### config.mk
export PLATFORM = sky130hd
export DESIGN_NAME = prio_irq_ctrl
export DESIGN_NICKNAME = d
export VERILOG_FILES = /design/src/rtl/prio_irq_ctrl.sv
export SDC_FILE = /design/constraint.sdc
export NUM_CORES = 1
export LEC_CHECK = 0
export ABC_AREA = 1
export CAP_MARGIN = 30
export CORE_MARGIN = 10
export CORE_UTILIZATION = 50
export CTS_BUF_LIST = sky130_fd_sc_hd__clkbuf_8 sky130_fd_sc_hd__clkbuf_16
export CTS_CLUSTER_SIZE = 24
export DETAILED_ROUTE_END_ITERATION = 16
export GPL_TIMING_DRIVEN = 0
export HOLD_SLACK_MARGIN = 0.08
export PLACE_DENSITY_LB_ADDON = 0.08
export SLEW_MARGIN = 20
export SYNTH_ARGS = -nofsm -noshare
export SYNTH_HDL_FRONTEND = slang
export SYNTH_SLANG_ARGS = --single-unit
export TNS_END_PERCENT = 30
### constraint.sdc
create_clock -name clk -period 2.7 [get_ports clk]
set_clock_uncertainty 0.05 [all_clocks]
set_input_delay 0.54 -clock clk [delete_from_list [all_inputs] [get_ports clk]]
set_output_delay 0.54 -clock clk [all_outputs]
set_load 0.02 [all_outputs]
### src/rtl/prio_irq_ctrl.sv
// Nesting priority interrupt controller: edge/level capture, enable mask,
// single-outstanding req/ack to the CPU and in-service tracking retired by eoi.
module prio_irq_ctrl #(
    parameter int                   NUM_LINES  = 16,
    parameter int                   ID_WIDTH   = 4,
    parameter logic [NUM_LINES-1:0] EDGE_MODE  = '1,
    parameter logic [NUM_LINES-1:0] MASK_RESET = '0
) (
    input  logic                 clk,
    input  logic                 rst_n,
    input  logic [NUM_LINES-1:0] irq_lines,
    input  logic                 mask_we,
    input  logic [NUM_LINES-1:0] mask_wdata,
    output logic [NUM_LINES-1:0] mask,
    output logic                 irq_req,
    output logic [ID_WIDTH-1:0]  irq_id,
    input  logic                 irq_ack,
    input  logic                 eoi,
    input  logic [ID_WIDTH-1:0]  eoi_id,
    output logic                 active_valid,
    output logic [ID_WIDTH-1:0]  active_id
);

    typedef enum logic {IDLE, REQ} state_e;

    state_e                state_q, state_d;
    logic [NUM_LINES-1:0]  line_q;
    logic [NUM_LINES-1:0]  pending_q, pending_d;
    logic [NUM_LINES-1:0]  active_q, active_d;
    logic [NUM_LINES-1:0]  mask_q, mask_d;
    logic                  irq_req_q, irq_req_d;
    logic [ID_WIDTH-1:0]   irq_id_q, irq_id_d;

    logic [NUM_LINES-1:0]  capture;
    logic [NUM_LINES-1:0]  req_vec;
    logic                  cand_valid;
    logic [ID_WIDTH-1:0]   cand_id;
    logic                  eligible;
    logic                  ack_fire;

    assign capture  = (EDGE_MODE & irq_lines & ~line_q) | (~EDGE_MODE & irq_lines);
    assign req_vec  = pending_q & mask_q;
    assign ack_fire = (state_q == REQ) && irq_ack;
    assign mask_d   = mask_we ? mask_wdata : mask_q;

    // Highest-index search: later loop iterations overwrite earlier ones.
    always_comb begin
        cand_valid = 1'b0;
        cand_id    = '0;
        for (int i = 0; i < NUM_LINES; i++) begin
            if (req_vec[i]) begin
                cand_valid = 1'b1;
                cand_id    = ID_WIDTH'(i);
            end
        end
    end

    always_comb begin
        active_id = '0;
        for (int i = 0; i < NUM_LINES; i++) begin
            if (active_q[i]) active_id = ID_WIDTH'(i);
        end
    end

    assign active_valid = |active_q;
    assign eligible     = cand_valid && (!active_valid || (cand_id > active_id));

    // NOTE: every always_comb output gets a default first so no latch is inferred.
    always_comb begin
        pending_d = pending_q;
        active_d  = active_q;
        for (int i = 0; i < NUM_LINES; i++) begin
            if (ack_fire && (irq_id_q == ID_WIDTH'(i))) pending_d[i] = 1'b0;
            // eoi clear precedes ack set so a same-cycle pair leaves the id active;
            // ids with no matching line simply never decode.
            if (eoi && (eoi_id == ID_WIDTH'(i)))        active_d[i]  = 1'b0;
            if (ack_fire && (irq_id_q == ID_WIDTH'(i))) active_d[i]  = 1'b1;
        end
        pending_d = pending_d | capture;
    end

    always_comb begin
        state_d   = state_q;
        irq_req_d = irq_req_q;
        irq_id_d  = irq_id_q;
        case (state_q)
            IDLE: begin
                if (eligible) begin
                    state_d   = REQ;
                    irq_req_d = 1'b1;
                    irq_id_d  = cand_id;
                end
            end
            REQ: begin
                if (irq_ack) begin
                    state_d   = IDLE;
                    irq_req_d = 1'b0;
                end
            end
            default: begin
                state_d   = IDLE;
                irq_req_d = 1'b0;
            end
        endcase
    end

    // NOTE: sequential state uses non-blocking assignments only.
    always_ff @(posedge clk or negedge rst_n) begin
        if (!rst_n) begin
            state_q   <= IDLE;
            line_q    <= '0;
            pending_q <= '0;
            active_q  <= '0;
            mask_q    <= MASK_RESET;
            irq_req_q <= 1'b0;
            irq_id_q  <= '0;
        end else begin
            state_q   <= state_d;
            line_q    <= irq_lines;
            pending_q <= pending_d;
            active_q  <= active_d;
            mask_q    <= mask_d;
            irq_req_q <= irq_req_d;
            irq_id_q  <= irq_id_d;
        end
    end

    assign mask    = mask_q;
    assign irq_req = irq_req_q;
    assign irq_id  = irq_id_q;

endmodule

==> impl_metrics.tcl, run 1 <==
set metrics [dict create \
    grt_max_degree 42 \
    gr-usage-all-layers_pct 15.7 \
    synth_flop_cell "dfrtp_1" \
    setup_viol 0 \
    vdd.ir_drop.worst_mv 0.603 \
    hp-class "reg -> reg" \
    cpLargestDelayFamily "buffers and inverters" \
    setup_slack_ns 0.144 \
    grt_setup_unrepaired "true" \
    grt_pass1_vias 2515 \
    area_growth_pct 31.3 \
    hold_violations 0 \
    timing.reg2reg.setup_slack_ns 0.31 \
    drc 0 \
    cp.required_ns 2.11 \
    clockBufferDepth 2 \
    core_mm2 0.00599 \
    num_vias 2477 \
    crit_chain "inv_2 > nand2_2 > nor3_2 > inv_2 > nor2_4 > inv_2 > nor2_2 > nand2_2 > clkdlybuf4s50_1" \
    setup_tns_ns 0 \
    avgRoutedWirePerCell_um 14.4 \
    first_pass_iters 4 \
    maxCapViolCount 0 \
    tightest_slew_ns 0.386 \
    grt_pass1_wl_mm 12.4 \
    synthTopCellsByArea "dfrtp_1 (56%), nand2_1 (10%), inv_1 (7.7%), o21ai_0 (6.1%), mux2_2 (5.8%)" \
    final_cell_count_no_fill 507 \
    critical_path_class "reg -> out" \
    ioPinCount 67 \
    timing.hold.ws_ns 0.369 \
    ys_seq_elements 70 \
    outcome "complete, no violations" \
    cts_buffers 9 \
    drv_slew 0 \
    p_total_mw 3.76 \
    clk_latency_ns 0.35 \
    synth_cell_types 27 \
    synth_top_cell_by_area "dfrtp_1" \
    grt_overflow 0 \
    syn_inst 352 \
    synth_edf_count 0 \
    worst_setup_path_end_kind "primary output" \
    dp_slack_ns 0.0122 \
    arrival_ns 1.97 \
    startpoint_type "flop" \
    antenna_left 0 \
    drt_iter0_markers 58 \
    critical-path-max-stage-delay_ns 0.56 \
    dp_hpwl_mm 5.81 \
    diodes 0 \
    avgSynthCellArea_um2 8.89 \
    power_density_mw_per_mm2 914 \
    async_flop_share_pct 100 \
    synth.most_common_cell "nand2_1" \
    post-cts-setup-buffers 0 \
    synth_common_cells "nand2_1 (86), dfrtp_1 (70), inv_1 (64), o21ai_0 (38), nor2_1 (27)" \
    cp_slowest_cell "clkdlybuf4s50_1" \
    clk_pin_slew_ns 0.07 \
    cts_tree "yes" \
    path_common_cell "inv_2" \
    fmax_mhz 391 \
    place_inst 493 \
    start_util_pct 52.3 \
    gp_congestion 0.876 \
    synth_fp_nets 397 \
    portBuffers 65 \
    fp.dieW_um 99.1 \
    fin_nets 475 \
    drive_above_1_share_pct 11.8 \
    antenna_found_initial 0 \
    p_leak_nw 1.99 \
    wirelength_mm 7.28 \
    ys.warnings.count 0 \
    synth.top_cell.area_share_pct 56.0 \
    die_h_um 99.1 \
    row_count 28 \
    critPathMaxFanout 2 \
    synth_seq_area_share_pct 56.0 \
    synth_area_mm2 0.00313 \
    slew_headroom_pct 74.3 \
    fin_crit_sh_pct 94.7 \
    clockRootBuffer "clkbuf_8" \
    routed_via_density 4.89 \
    fin_crit_ns 2.56 \
    path_buf_inv 4 \
    cts.htree.levels 3 \
    dieArea_mm2 0.00983 \
    clock_sinks 70 \
]
registers in the layout, indices dropped and copies added, names as in the netlist:
name and cells:
state_q 1, irq_req 1, pending_q 16, active_q 16
mask 16, line_q 16, irq_id 4
final cells by class:
class | instances | area, µm²
Clock buffer | 12 | 165
Buffer | 2 | 8.76
Timing Repair Buffer | 67 | 682
Sequential cell | 70 | 1750
Multi-Input combinational cell | 211 | 1110
Inverter | 69 | 264
Tap cell | 75 | 93.8
Clock inverter | 1 | 30.0
Fill cell | 515 | 1880
repair_timing:
item	in CTS	in global routing
hold endpoints to repair	25	0
gates resized for setup	4	5
hold buffers	1	0
cloned	0	0
endpoints found under the setup margin	1	6
pin swaps	0	1
stage by stage:
| step | area [µm²] | util, % |
|---|---|---|
| floorplan | 3130 | - |
| global placement | 3870 | 64.7 |
| detailed placement | 3890 | 65.0 |
| CTS | 4100 | 68.4 |
| global route | 4110 | 68.6 |
| finish | 4110 | 68.6 |
layout by cell type (no fill, tap or decap), types with 2 or more instances in the layout:
master / netlist / routed
nand4_1: 2 / 2
inv_1: 64 / 64
a21oi_1: 5 / 5
o21ai_2: 3 / 4
inv_2: 4 / 4
nand2_2: 3 / 5
nor3_1: 10 / 10
clkbuf_8: 0 / 12
nand2_1: 86 / 84
nor2_1: 27 / 27
o21bai_1: 3 / 3
a31oi_1: 2 / 2
mux2_2: 16 / 16
clkdlybuf4s50_1: 0 / 62
dfrtp_1: 70 / 70
ha_1: 4 / 4
nand3_1: 4 / 4
o21ai_0: 38 / 37
kinds of logic (layout without fill, tap and decap cells):
logic type                 Yosys count  in the layout  synth area share (%)
and+or+nand+nor                    137            137                  18.4
buffers and inverters               71            151                  8.71
DFF                                 70             70                  56.0
AOI/OAI and AO/OA                   54             54                  9.55
muxes                               16             16                  5.76
adders and majority gates            4              4                  1.60
worst register-to-register path, cell delays in order, from the launching register on:
cell and delay [ns]:
dfrtp_1 0.39, nand2_1 0.07, inv_1 0.05, nand2_1 0.05
nand2_1 0.06, nand2_1 0.05, nand2_1 0.06, nand2_1 0.06
nand2_1 0.06, nand2_1 0.06, nand2_1 0.06, nand2_1 0.06
nand2_1 0.07, nand2_1 0.08, nand2_1 0.06, nand2_1 0.06
nand2_1 0.06, inv_1 0.06, ha_1 0.13, nor2_1 0.04
o211ai_1 0.15, nand2_1 0.07, nand2_1 0.07, nand2_2 0.07
nand3_4 0.08, clkinv_4 0.10, nand2_1 0.08, o21ai_2 0.05
routing by layer:
metal	routed length (µm)	track usage, %	vias to the layer above
met5	0	0	-
met4	94	5.29	0
met3	512	6.23	10
met2	3280	23.2	53
met1	3390	20.6	1155
li1	-	-	1259
worst paths after layout:
kind,from,cells after the start,to
min reg2reg,line_q[4],1,pending_q[4]
min,line_q[4],1,pending_q[4]
max,active_q[14],9,active_valid
max reg2reg,pending_q[1],27,irq_id[2]
max in group asynchronous,rst_n,3,active_q[9]
min in group asynchronous,rst_n,2,mask[3]
power breakdown:
group	leakage [nW]	internal (mW)	switching, mW
Clock	0.100	0.487	0.367
Sequential	0.790	1.30	0.176
Combinational	1.10	0.587	0.842
(Power assumes the default switching activity.)
==> run 2, diff against run 1 <==
--- a/config.mk
+++ b/config.mk
@@ -6,7 +6,7 @@
 export NUM_CORES = 1
 export LEC_CHECK = 0
 export ABC_AREA = 1
-export CAP_MARGIN = 30
+export CAP_MARGIN = 20
 export CORE_MARGIN = 10
 export CORE_UTILIZATION = 50
 export CTS_BUF_LIST = sky130_fd_sc_hd__clkbuf_8 sky130_fd_sc_hd__clkbuf_16
==> results of run 2 <==
Final layout, timing and power as in run 1 (identical DEF).
